**src/rtl/cpu_ctrl_pkg.sv**
```systemverilog
// Shared definitions for the multi-cycle CPU sequencer and its datapath:
// state encoding, opcode values, ALU operand/operation encodings and an
// opcode legality helper.
package cpu_ctrl_pkg;

    typedef enum logic [3:0] {
        S_IDLE   = 4'd0,
        S_FETCH  = 4'd1,
        S_DECODE = 4'd2,
        S_EXEC_R = 4'd3,
        S_EXEC_I = 4'd4,
        S_ADDR   = 4'd5,
        S_MEM_RD = 4'd6,
        S_MEM_WR = 4'd7,
        S_WB_ALU = 4'd8,
        S_WB_MEM = 4'd9,
        S_BRANCH = 4'd10,
        S_MUL    = 4'd11
    } state_t;

    localparam logic [3:0] OP_ADDI  = 4'b0001;
    localparam logic [3:0] OP_LOAD  = 4'b0010;
    localparam logic [3:0] OP_STORE = 4'b0011;
    localparam logic [3:0] OP_BEQ   = 4'b0100;
    localparam logic [3:0] OP_RTYPE = 4'b0110;
    localparam logic [3:0] OP_MUL   = 4'b1000;

    localparam logic [1:0] ALUB_RT  = 2'b00;
    localparam logic [1:0] ALUB_TWO = 2'b01;
    localparam logic [1:0] ALUB_IMM = 2'b10;

    localparam logic [1:0] ALUOP_ADD   = 2'b00;
    localparam logic [1:0] ALUOP_SUB   = 2'b01;
    localparam logic [1:0] ALUOP_FUNCT = 2'b10;
    localparam logic [1:0] ALUOP_MUL   = 2'b11;

    // True when the opcode names an instruction this build can execute.
    function automatic logic opcode_legal(input logic [3:0] op, input logic mul_en);
        logic legal;
        case (op)
            OP_ADDI, OP_LOAD, OP_STORE, OP_BEQ, OP_RTYPE: legal = 1'b1;
            OP_MUL:                                       legal = mul_en;
            default:                                      legal = 1'b0;
        endcase
        return legal;
    endfunction

endpackage

```
**src/rtl/cpu_wait_timer.sv**
```systemverilog
// Memory wait counter: cleared whenever no wait is in progress, counts
// each unacknowledged request cycle, and flags expiry on the LIMIT-th
// consecutive unacknowledged cycle (so a request is held for at most LIMIT
// cycles before the sequencer abandons it).
module cpu_wait_timer #(
    parameter int LIMIT = 15
) (
    input  logic clk,
    input  logic rst_n,
    input  logic clr,
    input  logic inc,
    output logic expire
);

    localparam int W = $clog2(LIMIT + 1);

    logic [W-1:0] count_r;

    // Wait-cycle counter: clear has priority over increment.
    always_ff @(posedge clk or negedge rst_n) begin
        if (!rst_n) begin
            count_r <= {W{1'b0}};
        end else if (clr) begin
            count_r <= {W{1'b0}};
        end else if (inc) begin
            count_r <= count_r + W'(1);
        end else begin
            count_r <= count_r;
        end
    end

    assign expire = inc && (count_r == W'(LIMIT - 1));

endmodule

```
**src/rtl/multicycle_ctrl.sv**
```systemverilog
// Multi-cycle Moore sequencer for the 16-bit CPU datapath. Shares one memory
// port and one ALU across fetch, address calculation, execute and branch.
// Optional multiplier support is enabled with the MULTICYCLE_MUL_EN macro;
// without it opcode 1000 is reported as illegal and executes as a NOP.
module multicycle_ctrl
    import cpu_ctrl_pkg::*;
#(
    parameter int MEM_TIMEOUT = 15
) (
    input  logic       clk,
    input  logic       rst_n,
    input  logic       run,
    input  logic [3:0] opcode,
    input  logic       alu_zero,
    input  logic       mem_ack,
    input  logic       mul_done,
    output logic       mem_req,
    output logic       mem_we,
    output logic       iord,
    output logic       ir_write,
    output logic       pc_write,
    output logic       pc_src,
    output logic       reg_write,
    output logic       reg_dst,
    output logic       mem_to_reg,
    output logic       alu_src_a,
    output logic [1:0] alu_src_b,
    output logic [1:0] alu_op,
    output logic       mul_start,
    output logic       illegal_op,
    output logic       bus_err,
    output logic [3:0] state
);

`ifdef MULTICYCLE_MUL_EN
    localparam logic MUL_EN = 1'b1;
`else
    localparam logic MUL_EN = 1'b0;
`endif

    state_t state_r;
    state_t state_next_s;
    state_t instr_end_s;
    logic   bus_err_r;
    logic   mem_phase_s;
    logic   mem_wait_s;
    logic   wait_clr_s;
    logic   timeout_s;
    logic   legal_s;

    assign mem_phase_s = (state_r == S_FETCH) || (state_r == S_MEM_RD) || (state_r == S_MEM_WR);
    assign mem_wait_s  = mem_phase_s && !mem_ack;
    assign wait_clr_s  = !mem_wait_s;
    assign legal_s     = opcode_legal(opcode, MUL_EN);
    assign bus_err     = bus_err_r;
    assign state       = state_r;

    cpu_wait_timer #(
        .LIMIT (MEM_TIMEOUT)
    ) u_wait_timer (
        .clk    (clk),
        .rst_n  (rst_n),
        .clr    (wait_clr_s),
        .inc    (mem_wait_s),
        .expire (timeout_s)
    );

    // State register.
    always_ff @(posedge clk or negedge rst_n) begin
        if (!rst_n) begin
            state_r <= S_IDLE;
        end else begin
            state_r <= state_next_s;
        end
    end

    // Sticky bus-error flag; only reset clears it.
    always_ff @(posedge clk or negedge rst_n) begin
        if (!rst_n) begin
            bus_err_r <= 1'b0;
        end else begin
            bus_err_r <= bus_err_r | timeout_s;
        end
    end

`ifdef MULTICYCLE_MUL_EN
    logic mul_busy_r;

    // Remembers that the multiplier was already started in this MUL visit.
    always_ff @(posedge clk or negedge rst_n) begin
        if (!rst_n) begin
            mul_busy_r <= 1'b0;
        end else begin
            mul_busy_r <= (state_r == S_MUL);
        end
    end
`else
    logic unused_mul_done_s;
    assign unused_mul_done_s = mul_done;
`endif

    // Where an instruction goes once it has completed.
    always_comb begin
        instr_end_s = S_IDLE;
        if (run) begin
            instr_end_s = S_FETCH;
        end else begin
            instr_end_s = S_IDLE;
        end
    end

    // Next-state logic.
    always_comb begin
        state_next_s = state_r;
        case (state_r)
            S_IDLE: begin
                if (run && !bus_err_r) begin
                    state_next_s = S_FETCH;
                end else begin
                    state_next_s = S_IDLE;
                end
            end
            S_FETCH: begin
                if (mem_ack) begin
                    state_next_s = S_DECODE;
                end else if (timeout_s) begin
                    state_next_s = S_IDLE;
                end else begin
                    state_next_s = S_FETCH;
                end
            end
            S_DECODE: begin
                if (!legal_s) begin
                    state_next_s = instr_end_s;
                end else begin
                    case (opcode)
                        OP_RTYPE:         state_next_s = S_EXEC_R;
                        OP_ADDI:          state_next_s = S_EXEC_I;
                        OP_LOAD, OP_STORE: state_next_s = S_ADDR;
                        OP_BEQ:           state_next_s = S_BRANCH;
                        OP_MUL:           state_next_s = MUL_EN ? S_MUL : instr_end_s;
                        default:          state_next_s = instr_end_s;
                    endcase
                end
            end
            S_EXEC_R: state_next_s = S_WB_ALU;
            S_EXEC_I: state_next_s = S_WB_ALU;
            S_ADDR: begin
                if (opcode == OP_STORE) begin
                    state_next_s = S_MEM_WR;
                end else begin
                    state_next_s = S_MEM_RD;
                end
            end
            S_MEM_RD: begin
                if (mem_ack) begin
                    state_next_s = S_WB_MEM;
                end else if (timeout_s) begin
                    state_next_s = S_IDLE;
                end else begin
                    state_next_s = S_MEM_RD;
                end
            end
            S_MEM_WR: begin
                if (mem_ack) begin
                    state_next_s = instr_end_s;
                end else if (timeout_s) begin
                    state_next_s = S_IDLE;
                end else begin
                    state_next_s = S_MEM_WR;
                end
            end
            S_WB_ALU: state_next_s = instr_end_s;
            S_WB_MEM: state_next_s = instr_end_s;
            S_BRANCH: state_next_s = instr_end_s;
`ifdef MULTICYCLE_MUL_EN
            S_MUL: begin
                if (mul_done) begin
                    state_next_s = S_WB_ALU;
                end else begin
                    state_next_s = S_MUL;
                end
            end
`endif
            default: state_next_s = S_IDLE;
        endcase
    end

    // Datapath controls decoded from the current state. IR/PC loads in
    // FETCH are qualified by mem_ack so the PC advances exactly once.
    always_comb begin
        mem_req    = 1'b0;
        mem_we     = 1'b0;
        iord       = 1'b0;
        ir_write   = 1'b0;
        pc_write   = 1'b0;
        pc_src     = 1'b0;
        reg_write  = 1'b0;
        reg_dst    = 1'b0;
        mem_to_reg = 1'b0;
        alu_src_a  = 1'b0;
        alu_src_b  = ALUB_RT;
        alu_op     = ALUOP_ADD;
        mul_start  = 1'b0;
        illegal_op = 1'b0;
        case (state_r)
            S_FETCH: begin
                mem_req   = 1'b1;
                alu_src_b = ALUB_TWO;
                ir_write  = mem_ack;
                pc_write  = mem_ack;
            end
            S_DECODE: begin
                alu_src_b  = ALUB_IMM;
                illegal_op = !legal_s;
            end
            S_EXEC_R: begin
                alu_src_a = 1'b1;
                alu_op    = ALUOP_FUNCT;
            end
            S_EXEC_I: begin
                // ADDI adds the immediate to rs.
                alu_src_a = 1'b1;
                alu_src_b = ALUB_IMM;
            end
            S_ADDR: begin
                alu_src_a = 1'b1;
                alu_src_b = ALUB_IMM;
            end
            S_MEM_RD: begin
                mem_req = 1'b1;
                iord    = 1'b1;
            end
            S_MEM_WR: begin
                mem_req = 1'b1;
                mem_we  = 1'b1;
                iord    = 1'b1;
            end
            S_WB_ALU: begin
                // R-type and MUL write rd; ADDI writes rt.
                reg_write = 1'b1;
                reg_dst   = (opcode != OP_ADDI);
            end
            S_WB_MEM: begin
                reg_write  = 1'b1;
                mem_to_reg = 1'b1;
            end
            S_BRANCH: begin
                alu_src_a = 1'b1;
                alu_op    = ALUOP_SUB;
                pc_src    = 1'b1;
                pc_write  = alu_zero;
            end
`ifdef MULTICYCLE_MUL_EN
            S_MUL: begin
                alu_src_a = 1'b1;
                alu_op    = ALUOP_MUL;
                mul_start = !mul_busy_r;
            end
`endif
            default: begin
                mem_req = 1'b0;
            end
        endcase
    end

endmodule
```
**config.mk**
```make
export PLATFORM = sky130hd
export DESIGN_NAME = multicycle_ctrl
export DESIGN_NICKNAME = d
export VERILOG_FILES = /design/src/rtl/cpu_ctrl_pkg.sv /design/src/rtl/cpu_wait_timer.sv /design/src/rtl/multicycle_ctrl.sv
export SDC_FILE = /design/constraint.sdc
export NUM_CORES = 1
export LEC_CHECK = 0
export ABC_AREA = 1
export CORE_MARGIN = 8
export CORE_UTILIZATION = 50
export DETAILED_ROUTE_END_ITERATION = 6
export DONT_BUFFER_PORTS = 1
export GPL_TIMING_DRIVEN = 0
export HOLD_SLACK_MARGIN = 0.06
export PLACE_DENSITY = 0.61
export SLEW_MARGIN = 10
export SYNTH_ARGS = -nofsm -noshare
export SYNTH_HDL_FRONTEND = slang
export SYNTH_SLANG_ARGS = --single-unit
```
**constraint.sdc**
```tcl
create_clock -name clk -period 2 [get_ports clk]
set_input_delay 0 -clock clk [delete_from_list [all_inputs] [get_ports clk]]
set_output_delay 0 -clock clk [all_outputs]
set_load 0.02 [all_outputs]
```
==> results.py <==
metrics = {
    "global_route": {
        "use_met1_pct": 14.2,
        "grt_pass1_wl_um": 2810,
        "busiest_layer": "met2",
        "grt.total_usage_pct": 13.3,
        "gr-usage-met3_pct": 9.09,
        "grt_max_degree": 10,
        "met2_usage_pct": 21.1,
        "first_global_vias": 656,
        "antenna_found_initial": 0,
        "grt_overflow": 0,
    },
    "critical_path": {
        "rrSetupSlack_ps": 450,
        "critPathSlowestCell": "dfrtp_1",
        "path_class": "reg2out",
        "r2r-start": "state[1]$_DFF_PN0_",
        "start_kind": "flip-flop",
        "path_buf_inv": 2,
        "rr_worst_depth": 8,
        "end_kind": "output pin",
        "r2r-end": "state[0]$_DFF_PN0_",
        "crit_chain": "inv_1, nor2_1, nand2_1, inv_1, nand2_1, o21ai_0",
        "cp.arrival_ps": 1810,
        "crit_family": "flip-flops",
        "cp_data_required_time_ps": 2000,
        "critPathMaxStageDelay_ps": 540,
        "cp_max_fo": 4,
    },
    "min_path": {
        "min_to": "bus_err$_DFF_PN0_",
        "hold_path_class": "in2reg",
        "hp-start": "mem_ack",
        "holdPathStages": 3,
    },
    "route": {
        "dr.pass1.iters": 4,
        "drt_wl_total_um": 1730,
        "routed_via_density": 5.09,
        "antenna_left": 0,
        "routedWlPerCell_um": 13.1,
        "drc_errors": 0,
        "detail_route.iter0.violations": 11,
        "num_vias": 672,
    },
    "sta": {
        "fmax_mhz": 552,
        "skew_ps": 5.75,
        "slew_headroom_pct": 56.3,
        "fin_crit_sh_pct": 90.5,
        "final.setup.tns_ps": 0,
        "hold_viol": 0,
        "slew_violations": 0,
        "worst_slack_ps": 190,
        "period_minus_slack_ps": 1810,
        "rsz0062_at_grt": "false",
        "setup_viol": 0,
        "tightest_slew_ps": 649,
    },
    "place": {
        "port_buffers": 0,
        "placed_area_um2": 694,
        "gp_congestion": 0.869,
        "post-place-cells": 121,
        "dpl.hpwl_um": 1410,
        "dp_worst_setup_slack_ps": 453,
    },
    "finish": {
        "nets": 130,
        "fin_area_um2": 791,
        "layout-area-overhead-vs-synth_pct": 17.0,
        "stdcell_count": 132,
        "diodes": 0,
        "drive_above_1_share_pct": 8.55,
    },
    "floorplanning": {
        "fp.dieArea_mm2": 0.00278,
        "core_area_mm2": 0.00128,
        "row_count": 13,
        "top_level_ports": 31,
        "start_util_pct": 52.6,
        "fp.dieW_um": 52.8,
        "fp.dieH_um": 52.8,
    },
    "logic_synthesis": {
        "ys_top_cells_by_area": "dfrtp_1 (33%), nand2_1 (14%), nor2_1 (12%)",
        "synth_top_cell_area_share_pct": 33.3,
        "seq_area_frac_synth_pct": 33.3,
        "synthFlopType": "dfrtp_1",
        "synthArstFlopShare_pct": 100,
        "synth_common_cells": "nand2_1 (26), nor2_1 (21), inv_1 (19)",
        "synthCells": 106,
        "yosysTopAreaCell": "dfrtp_1",
        "synth_seq_cells": 9,
        "synth_most_common_cell": "nand2_1",
        "syn_nets": 118,
        "synth_cell_types": 22,
        "syn_area_um2": 676,
        "synth_area_per_cell_um2": 6.37,
        "synth_edf_count": 0,
        "ys_warn_count": 0,
    },
    "power_and_ir_drop": {
        "p_int_uw": 293,
        "pwr_density_cell_mw_per_mm2": 547,
        "power_frac_clock_pct": 32.4,
        "pwr-share-seq_pct": 46.6,
        "vdd_drop_max_mv": 0.435,
        "combinationalPowerShare_pct": 21.0,
        "p_leak_uw": 0.000449,
        "p_sw_uw": 140,
        "power.share.switching_pct": 32.3,
    },
    "clock_tree": {
        "cts_tree": "yes",
        "clockRootBuffer": "clkbuf_4",
        "ctsResizeCount": 0,
        "cts.sinks": 9,
        "clock_latency_ps": 260,
        "cts_hold_buf": 7,
        "cts.clk_slew.worst_paths_ps": 60,
        "clockBufferDepth": 2,
        "cts_made_buffers": 3,
        "postCtsSetupRepairBufs": 0,
        "htree_num_levels": 1,
    },
    "flow_run": {
        "maxCapViolCount": 0,
    },
    "outcome": {
        "status": "finished, final reports clean",
    },
}
==> cells in the final DEF, fill, tap and decap left out, types with 2 or more instances in the layout <==
| cell type | n |
|---|---|
| clkbuf_4 | 3 |
| nand2_1 | 26 |
| nor2_1 | 21 |
| inv_1 | 19 |
| o21ai_0 | 4 |
| dlygate4sd3_1 | 7 |
| dfrtp_1 | 9 |
| nand3_1 | 10 |
| ha_1 | 2 |
==> worst max path at each step <==
stage	cells past startpoint	slack [ps]	start	end
2_1_floorplan	8	590	state[1]$_DFF_PN0_	state[0]$_DFF_PN0_
3_3_place_gp	8	470	state[1]$_DFF_PN0_	state[0]$_DFF_PN0_
6_report	6	190	state[3]$_DFF_PN0_	pc_write
3_5_place_dp	8	450	state[1]$_DFF_PN0_	state[0]$_DFF_PN0_
5_1_grt	6	80	state[3]$_DFF_PN0_	pc_write
4_1_cts	6	210	state[3]$_DFF_PN0_	pc_write
==> through the flow <==
stage	util [%]	power [uW]	hold WS [ps]
floorplan	-	269	-296
global placement	54.0	282	-295
detailed placement	54.0	283	-295
CTS	61.5	437	69.3
global route	61.5	460	81.1
finish	61.5	432	63.5
==> worst min-delay path: cells and delay by family <==
family	cells	cell delay, ps
and+or+nand+nor	2	200
buffers and inverters	1	80
==> area by class of cell <==
cell class	count	area (um^2)
Sequential cell	9	225
Clock buffer	4	26.3
Timing Repair Buffer	7	70.1
Fill cell	132	494
Multi-Input combinational cell	75	357
Tap cell	15	18.8
Buffer	2	18.8
Inverter	20	75.1
==> flip-flops by register name, indices dropped and copies added (netlist names) <==
register              cells
state                     4
bus_err                   1
u_wait_timer.count_r      4
==> layer usage <==
layer	wire [um]	share of wire, %
met5	0	0
met4	5	0.29
met3	250	14
met2	765	44
met1	707	41
==> power by group through the flow <==
stage | logic (uW) | registers (uW) | clock network, uW
after floorplan | 66.0 | 203 | 0
after global placement | 77.5 | 205 | 0
after detailed placement | 77.7 | 205 | 0
after CTS | 91.6 | 202 | 144
after global routing | 103 | 202 | 155
final | 90.8 | 201 | 140
==> cell families after synthesis <==
group	count (synthesis)	share of synthesized area, %
compound gates	7	5.74
other cells	1	0.555
simple gates	63	40.2
fa+ha+maj	2	3.70
flops	9	33.3
buf+inv	22	13.9
xor+xnor	2	2.59
(Power assumes the default switching activity.)
